**config.mk**
```make
export PLATFORM = sky130hd
export DESIGN_NAME = keypad_code_entry
export DESIGN_NICKNAME = d
export VERILOG_FILES = /design/src/rtl/keypad_code_entry.sv
export SDC_FILE = /design/constraint.sdc
export NUM_CORES = 1
export LEC_CHECK = 0
export CAP_MARGIN = 15
export CORE_MARGIN = 2
export CORE_UTILIZATION = 40
export CTS_CLUSTER_SIZE = 10
export DETAILED_ROUTE_END_ITERATION = 8
export GPL_TIMING_DRIVEN = 0
export MAX_ROUTING_LAYER = met4
export PLACE_DENSITY = 0.69
export SLEW_MARGIN = 20
export SYNTH_ARGS = -nofsm -noshare
export SYNTH_HDL_FRONTEND = slang
export SYNTH_SLANG_ARGS = --single-unit
export TNS_END_PERCENT = 1
```
**constraint.sdc**
```tcl
create_clock -name i_clk -period 1.94 [get_ports i_clk]
set_input_delay 0.582 -clock i_clk [delete_from_list [all_inputs] [get_ports i_clk]]
set_output_delay 0.582 -clock i_clk [all_outputs]
set_load 0.03 [all_outputs]
```
**src/rtl/keypad_code_entry.sv**
```systemverilog
// keypad_code_entry
// Turns the raw 16-bit one-hot keypad vector into digit / CLEAR / ENTER
// events, shifts digits into a DIGITS-long BCD code for display, and checks
// the code against i_code on ENTER while counting failed attempts.
// Optional feature macro: KEYPAD_LOCKOUT_EN
//   defined   : reaching MAX_TRIES failed attempts locks the keypad for
//               LOCK_CYCLES clock cycles, then clears the attempt count.
//   undefined : no lockout; the attempt count wraps 0..MAX_TRIES then 0,
//               and o_locked is tied low.
//
// state     | meaning
// ST_ENTRY  | accepting keys, assembling and checking the code
// ST_LOCKED | keypad ignored until the lockout timer expires (macro only)

module keypad_code_entry #(
  parameter int DIGITS      = 4,
  parameter int MAX_TRIES   = 5,
  parameter int LOCK_CYCLES = 1000
) (
  input  logic                  i_clk,
  input  logic                  i_rst,
  input  logic [15:0]           i_onehot,
  input  logic [4*DIGITS-1:0]   i_code,
  output logic [4*DIGITS-1:0]   o_digits,
  output logic [3:0]            o_count,
  output logic                  o_key_valid,
  output logic [3:0]            o_key_bin,
  output logic                  o_unlock,
  output logic                  o_fail,
  output logic [7:0]            o_tries_out,
  output logic                  o_locked
);

  localparam int         DW        = 4 * DIGITS;
  localparam logic [3:0] KEY_CLEAR = 4'hA;
  localparam logic [3:0] KEY_ENTER = 4'hB;
  localparam logic [3:0] FULL      = 4'(DIGITS);
  localparam logic [7:0] TRY_LIMIT = 8'(MAX_TRIES);

  // Reject parameter values the datapath cannot represent.
  if (DIGITS < 1 || DIGITS > 8) begin : g_bad_digits
    $error("keypad_code_entry: DIGITS must be 1..8");
  end
  if (LOCK_CYCLES < 1) begin : g_bad_lock
    $error("keypad_code_entry: LOCK_CYCLES must be >= 1");
  end

  logic [15:0]   r_onehot_q;
  logic [DW-1:0] r_digits;
  logic [3:0]    r_count;
  logic          r_key_valid;
  logic [3:0]    r_key_bin;
  logic          r_unlock;
  logic          r_fail;
  logic [7:0]    r_tries;
  logic          r_locked;

  logic          w_key_hit;
  logic [3:0]    w_key;
  logic          w_event;
  logic          w_is_digit;
  logic          w_code_match;

`ifdef KEYPAD_LOCKOUT_EN
  // Timer holds LOCK_CYCLES-1 down to 0; the exit edge is the one that sees 0.
  localparam int LW = (LOCK_CYCLES > 1) ? $clog2(LOCK_CYCLES) : 1;

  typedef enum logic {
    ST_ENTRY  = 1'b0,
    ST_LOCKED = 1'b1
  } state_t;

  state_t        r_state;
  logic [LW-1:0] r_lock_cnt;
`endif

  // Key map: exactly one recognised pattern yields a key, anything else is no key.
  always_comb begin
    w_key_hit = 1'b1;
    w_key     = 4'h0;
    case (i_onehot)
      16'h0008: w_key = 4'd0;
      16'h0080: w_key = 4'd1;
      16'h0040: w_key = 4'd2;
      16'h0020: w_key = 4'd3;
      16'h0800: w_key = 4'd4;
      16'h0400: w_key = 4'd5;
      16'h0200: w_key = 4'd6;
      16'h8000: w_key = 4'd7;
      16'h4000: w_key = 4'd8;
      16'h2000: w_key = 4'd9;
      16'h0001: w_key = KEY_CLEAR;
      16'h0004: w_key = KEY_ENTER;
      default:  w_key_hit = 1'b0;
    endcase
  end

  // An event is a valid key whose pattern differs from last cycle's sample,
  // so a held key fires once and a direct key-to-key change fires again.
  assign w_event      = w_key_hit && (i_onehot != r_onehot_q);
  assign w_is_digit   = (w_key <= 4'd9);
  assign w_code_match = (r_digits == i_code);

  // Code-entry FSM: key handling, compare, attempt tracking and lockout.
  always_ff @(posedge i_clk or posedge i_rst) begin
    if (i_rst) begin
      r_onehot_q  <= '0;
      r_digits    <= '0;
      r_count     <= '0;
      r_key_valid <= 1'b0;
      r_key_bin   <= '0;
      r_unlock    <= 1'b0;
      r_fail      <= 1'b0;
      r_tries     <= '0;
      r_locked    <= 1'b0;
`ifdef KEYPAD_LOCKOUT_EN
      r_state     <= ST_ENTRY;
      r_lock_cnt  <= '0;
`endif
    end else begin
      r_onehot_q  <= i_onehot;
      r_key_valid <= 1'b0;
      r_unlock    <= 1'b0;
      r_fail      <= 1'b0;
`ifdef KEYPAD_LOCKOUT_EN
      if (r_state == ST_LOCKED) begin
        if (r_lock_cnt == '0) begin
          r_state  <= ST_ENTRY;
          r_locked <= 1'b0;
          r_tries  <= '0;
          r_digits <= '0;
          r_count  <= '0;
        end else begin
          r_lock_cnt <= r_lock_cnt - 1'b1;
        end
      end else
`endif
      if (w_event) begin
        r_key_valid <= 1'b1;
        r_key_bin   <= w_key;
        if (w_is_digit) begin
          // A digit beyond the code length is acknowledged but dropped.
          if (r_count < FULL) begin
            r_digits <= (r_digits << 4) | DW'(w_key);
            r_count  <= r_count + 4'd1;
          end
        end else if (w_key == KEY_CLEAR) begin
          r_digits <= '0;
          r_count  <= '0;
        end else if (r_count == FULL) begin
          // ENTER on a complete code; a partial code ENTER only acknowledges.
          r_digits <= '0;
          r_count  <= '0;
          if (w_code_match) begin
            r_unlock <= 1'b1;
            r_tries  <= '0;
          end else begin
            r_fail <= 1'b1;
`ifdef KEYPAD_LOCKOUT_EN
            r_tries <= r_tries + 8'd1;
            if (r_tries + 8'd1 >= TRY_LIMIT) begin
              r_state    <= ST_LOCKED;
              r_locked   <= 1'b1;
              r_lock_cnt <= LW'(LOCK_CYCLES - 1);
            end
`else
            r_tries <= (r_tries < TRY_LIMIT) ? r_tries + 8'd1 : 8'd0;
`endif
          end
        end
      end
    end
  end

  assign o_digits    = r_digits;
  assign o_count     = r_count;
  assign o_key_valid = r_key_valid;
  assign o_key_bin   = r_key_bin;
  assign o_unlock    = r_unlock;
  assign o_fail      = r_fail;
  assign o_tries_out = r_tries;
  assign o_locked    = r_locked;

endmodule

```
# ---- Yosys cells after proc, flatten, opt, wreduce, memory -nomap -nowiden
# Index checks and enable logic that the tools add are counted.
dict set report op_classes {
  n_addsub 2
  n_lt_le_gt_ge 3
  eq_ne 17
  n_mux 23
  bitwise 3
  n_reduce_logical 5
}
# op count
set ops {}
lappend ops {{16-bit two-way mux} 4}
lappend ops {{4-bit case mux with 11 select lines} 1}
lappend ops {{16-bit by 1-bit equality test with 1-bit output, second input constant} 1}
lappend ops {{16-bit by 10-bit equality test with 1-bit output, second input constant} 1}
lappend ops {{16-bit by 11-bit equality test with 1-bit output, second input constant} 1}
lappend ops {{16-bit by 12-bit equality test with 1-bit output, second input constant} 1}
lappend ops {{16-bit by 14-bit equality test with 1-bit output, second input constant} 1}
lappend ops {{16-bit by 15-bit equality test with 1-bit output, second input constant} 1}
lappend ops {{16-bit equality test} 1}
lappend ops {{16-bit equality test, second input constant} 1}
lappend ops {{16-bit by 3-bit equality test with 1-bit output, second input constant} 1}
lappend ops {{16-bit by 4-bit equality test with 1-bit output, second input constant} 1}
lappend ops {{16-bit by 6-bit equality test with 1-bit output, second input constant} 1}
lappend ops {{16-bit by 7-bit equality test with 1-bit output, second input constant} 1}
lappend ops {{16-bit by 8-bit equality test with 1-bit output, second input constant} 1}
lappend ops {{4-bit two-way mux} 4}
lappend ops {{8-bit two-way mux} 2}
lappend ops {{16-bit != test} 1}
lappend ops {{16-bit by 4-bit OR with 16-bit output} 1}
lappend ops {{1-bit two-way mux} 12}
lappend ops {{12-bit OR reduction} 1}
lappend ops {{8-bit by 1-bit adder with 8-bit output, second input constant} 1}
lappend ops {{8-bit by 3-bit less-than comparator with 1-bit output, second input constant} 1}
lappend ops {{4-bit by 1-bit adder with 4-bit output, second input constant} 1}
lappend ops {{other kinds (10)} 11}
dict set report totals {
  reg_bits 51
  out_inout_bits 36
  word_cells 61
}

# ---- Longest topological paths before layout
dict set report logic_depth {
  word_depth 6
  depth_mapped 9
  mapped_depth_nobuf 7
}

# ---- Worst setup path before layout
# OpenSTA, ideal clock, no wires.
dict set report synth_path {
  path_type {input -> register}
  start {in i_onehot[15]}
  end {reg r_digits[15] (netlist: o_digits[15])}
  arrival_time_ns 2.715
  required_time_ns 1.819
  slack_ns -0.897
  stages 9
  path_buffers 3
  cell_sequence {buf_2 > or2_1 > or4_4 > or2_0 > o221a_2 > or2_1 > buf_6 > buf_8 > a22o_1}
}
dict set report synth_between {
  elab_chain_len 5
}
# item line_no
set synth_rtl {}
lappend synth_rtl {{from (decl)} 22} ;# input logic [15:0] i_onehot,
lappend synth_rtl {{16-bit by 3-bit equality test with 1-bit output (tied with other cells)} 81} ;# case (i_onehot)
lappend synth_rtl {{4-bit case mux with 11 select lines or 12-bit OR reduction (tied branches)} n/a}
lappend synth_rtl {{4-bit less-or-equal comparator (tied with other cells)} 101} ;# assign w_is_digit = (w_key <= 4'd9);
lappend synth_rtl {{2-bit by 1-bit != test with 1-bit output (no source line) (tied with other cells)} n/a}
lappend synth_rtl {{3-bit AND reduction (no source line) or 16-bit two-way mux (tied branches)} n/a}
lappend synth_rtl {{to (signal assigned)} 144} ;# r_digits <= (r_digits << 4) | DW'(w_key);
lappend synth_rtl {{to (decl)} 49} ;# logic [DW-1:0] r_digits;
# Parallel ways exist; a longest one is shown, timed or not.
# A chain may end at the register's enable or synchronous reset.

# ---- Worst setup path after layout
dict set report layout_path {
  start {in i_onehot[15]}
  end {reg r_digits[6] (netlist: o_digits[6])}
}
# Same word-level chain as after synthesis.

==> reports/results.txt <==
# rows: 29
starting density of the core: 40.8%
Worst Skew: 9.62 ps
total grt overflow: 0
Seq/Total Area, Yosys: 49.8%
critical path cell sequence: buf_6 -> buf_8 -> or2_4 -> or4_4 -> or2_4 -> o221a_4 -> or2_1 -> buf_6 -> clkbuf_16 -> a22o_1
Max-Cap Viols: 0
Syn Std Cell Area: 0.00256 sq mm
Detailed Route WL: 6.66 mm
CP max stage delay: 560 ps
cts bufs inserted: 5
CTS clk-pin slew, worst paths: 90 ps
worst r2r src: o_count[0]$_DFFE_PP0P_
met3 Use GR: 4.25%
vias in the first global route: 2102
antenna violations before repair: 0
Clock Path Buffers: 2
CP Data Required Time: 2140 ps
PortBufs: 68
Arrival @ worst endpoint: 2910 ps
r2r worst-path depth: 9
routed length per placed instance: 16.2 um
Synth area leader: dfrtp_1
post-layout minimum cycle time: 2720 ps
largest net degree at the start of global routing: 34
Final WS setup: -778 ps
most frequent cell after synthesis: dfrtp_1
crit-path max FO: 7
Die Ht: 84.0 um
RSZ-0062 raised after global routing: yes
Final Hold Viols: 0
gr busiest metal: met2
Slew HR: 58.3%
Worst Setup End Kind: register
Final Max Tran Viols: 0
Post-route DRC: 0
CTS Hold Bufs: 0
mean number of vias per cell: 5.30
HP Start: i_onehot[15]
first-pass GRT wire length: 10.4 mm
Initial DRC Count: 95
Synth top cells by count: 51 x dfrtp_1, 22 x xnor2_1, 18 x xor2_1, 14 x a22o_1
synth top area cells: dfrtp_1 50%, xnor2_1 7.5%, xor2_1 6.2%
Hold Crit Class: input port to register
# H-tree levels: 2
pwr dens: 540 mW/mm^2
failing checks: negative setup slack
Critical Path Start Type: input port
Synth Warn #: 1
final worst path period share: 140%
synthesized instance count: 232
RePlAce Congestion: 0.816
die area: 0.00706 sq mm
maximum vdd drop: 0.348 mV
top-area cell type share of the netlist area: 49.8%
met1 usage: 23.4%
outcome: complete, but fails checks
Post-synth EDFFs: 0
Top FF cell, synth: dfrtp_1
power consumption: 2.11 mW
hold path endpoint: r_onehot_q[15]$_DFF_PP0_
DP HPWL: 4.43 mm
syn nets: 270
CTS tree: done
remaining antenna violation count: 0
hold slack: 386 ps
flop2flop setup slack: -310 ps
ratio of cells with drive above 1 in the final layout: 26.6%
Slowest-stage cell, CP: or4_4
measured slew at the worst slew-check pin: 621 ps
width of the die: 84.0 um
core region area: 0.00628 sq mm
Sum Neg Setup Slack: -18310 ps
worst slack, placed: -1640 ps
Hold Path Stages: 1
# fillers: 534
Avg Synthesized Cell Area: 11.0 sq um
Yosys cell types: 46
design area: 0.00391 sq mm
Area growth syn-to-layout: 52.7%
Fmax achieved: 368 MHz
Post-DP Area: 0.00337 sq mm
asr flop ratio synth: 100%
Finished Layout Cells: 412
reg2reg end: o_digits[6]$_DFFE_PP0P_
first drt pass iteration count: 4
DR vias: 2185
ANT cells: 0
CTS root buf: clkbuf_8
clk sink count: 51
critical path class: input port to register
Placed Cells: 378
Setup Viol. Count Final: 35
Leak Pwr: 1.90 nW
IO Pins: 70
FF+latch count, synth: 51
global-route usage over all layers: 18.9%
routing usage on met2: 30.4%
Final Core Density: 62.3%
worst skew pair latency: 310 ps
Final #Nets: 372
## state kept, by name, summed over array words and instances, names as in the netlist
name / cells
o_digits: 16
r_onehot_q: 16
o_tries_out: 8
o_count: 4
o_key_bin: 4
o_fail: 1
o_key_valid: 1
o_unlock: 1
## worst max-delay path, delay by kind of cell
family	cells	cell delay, ps
buf+inv	4	500
simple gates	4	1330
compound gates	2	510
## metal layers
metal	wire length (um)	part of all wire, %
met4	208	3.1
met3	337	5.1
met5	0	0
met1	2750	41
met2	3370	51
## kinds of logic (layout without fill, tap and decap cells)
family | count (synthesis) | count (layout) | share of synthesized area, %
AOI/OAI and AO/OA | 41 | 41 | 12.5
xor gates and xnor gates | 40 | 40 | 13.7
adders and majority gates | 4 | 4 | 1.95
buffers and inverters | 20 | 123 | 3.91
DFF | 51 | 51 | 49.8
muxes | 6 | 6 | 2.49
other | 1 | 1 | 0.146
and+or+nand+nor | 69 | 69 | 15.5
## repair_timing
item | in CTS | in global routing
buffers inserted | 12 | 13
setup endpoints to repair | 63 | 39
gates resized for setup | 94 | 37
cloned | 0 | 1
endpoints found under the hold margin | 0 | 0
pin swaps | 14 | 21
## worst max path at each step
stage	startpoint	end	slack, ps	depth (start not counted)
3_5_place_dp	i_onehot[0]	o_count[1]$_DFFE_PP0P_	-1640	9
6_report	i_onehot[15]	o_digits[6]$_DFFE_PP0P_	-780	10
3_3_place_gp	i_onehot[0]	o_count[1]$_DFFE_PP0P_	-1580	9
2_1_floorplan	i_onehot[15]	o_digits[15]$_DFFE_PP0P_	-840	9
4_1_cts	i_onehot[5]	o_digits[1]$_DFFE_PP0P_	-760	9
5_1_grt	i_onehot[15]	o_digits[8]$_DFFE_PP0P_	-810	10
## cell usage in the layout (no fill, tap or decap), types with 4 or more instances in the layout
cell type / n
dfrtp_1: 51
buf_6: 9
dlymetal6s2s_1: 9
nor2b_1: 4
clkbuf_8: 6
nor4_2: 5
clkdlybuf4s50_1: 20
xnor2_1: 22
o21ai_0: 11
buf_4: 23
dlygate4sd2_1: 31
nor3_4: 5
nand4_1: 6
xor2_1: 18
buf_2: 4
ha_1: 4
nand2_1: 9
inv_1: 11
nor2_1: 6
a22o_1: 14
nor3_1: 6
## power by group
| part | switching [mW] | internal (mW) | leakage (nW) | total (mW) |
|---|---|---|---|---|
| clock network | 0.340 | 0.417 | 0.0612 | 0.757 |
| logic | 0.133 | 0.133 | 1.18 | 0.266 |
| registers | 0.00740 | 1.08 | 0.655 | 1.09 |
| total | 0.480 | 1.63 | 1.90 | 2.11 |
## final cells by class
| class | instances | area [sq um] | area share [%] |
|---|---|---|---|
| clock buffer | 6 | 82.6 | 2.11 |
| buffer | 8 | 91.3 | 2.34 |
| tap | 77 | 96.3 | 2.46 |
| multi-input combinational | 161 | 1400 | 35.7 |
| timing repair buffer | 95 | 887 | 22.7 |
| clock inverter | 2 | 35.0 | 0.896 |
| inverter | 12 | 45.0 | 1.15 |
| sequential | 51 | 1280 | 32.6 |
Power figures use the tool's default switching activity.
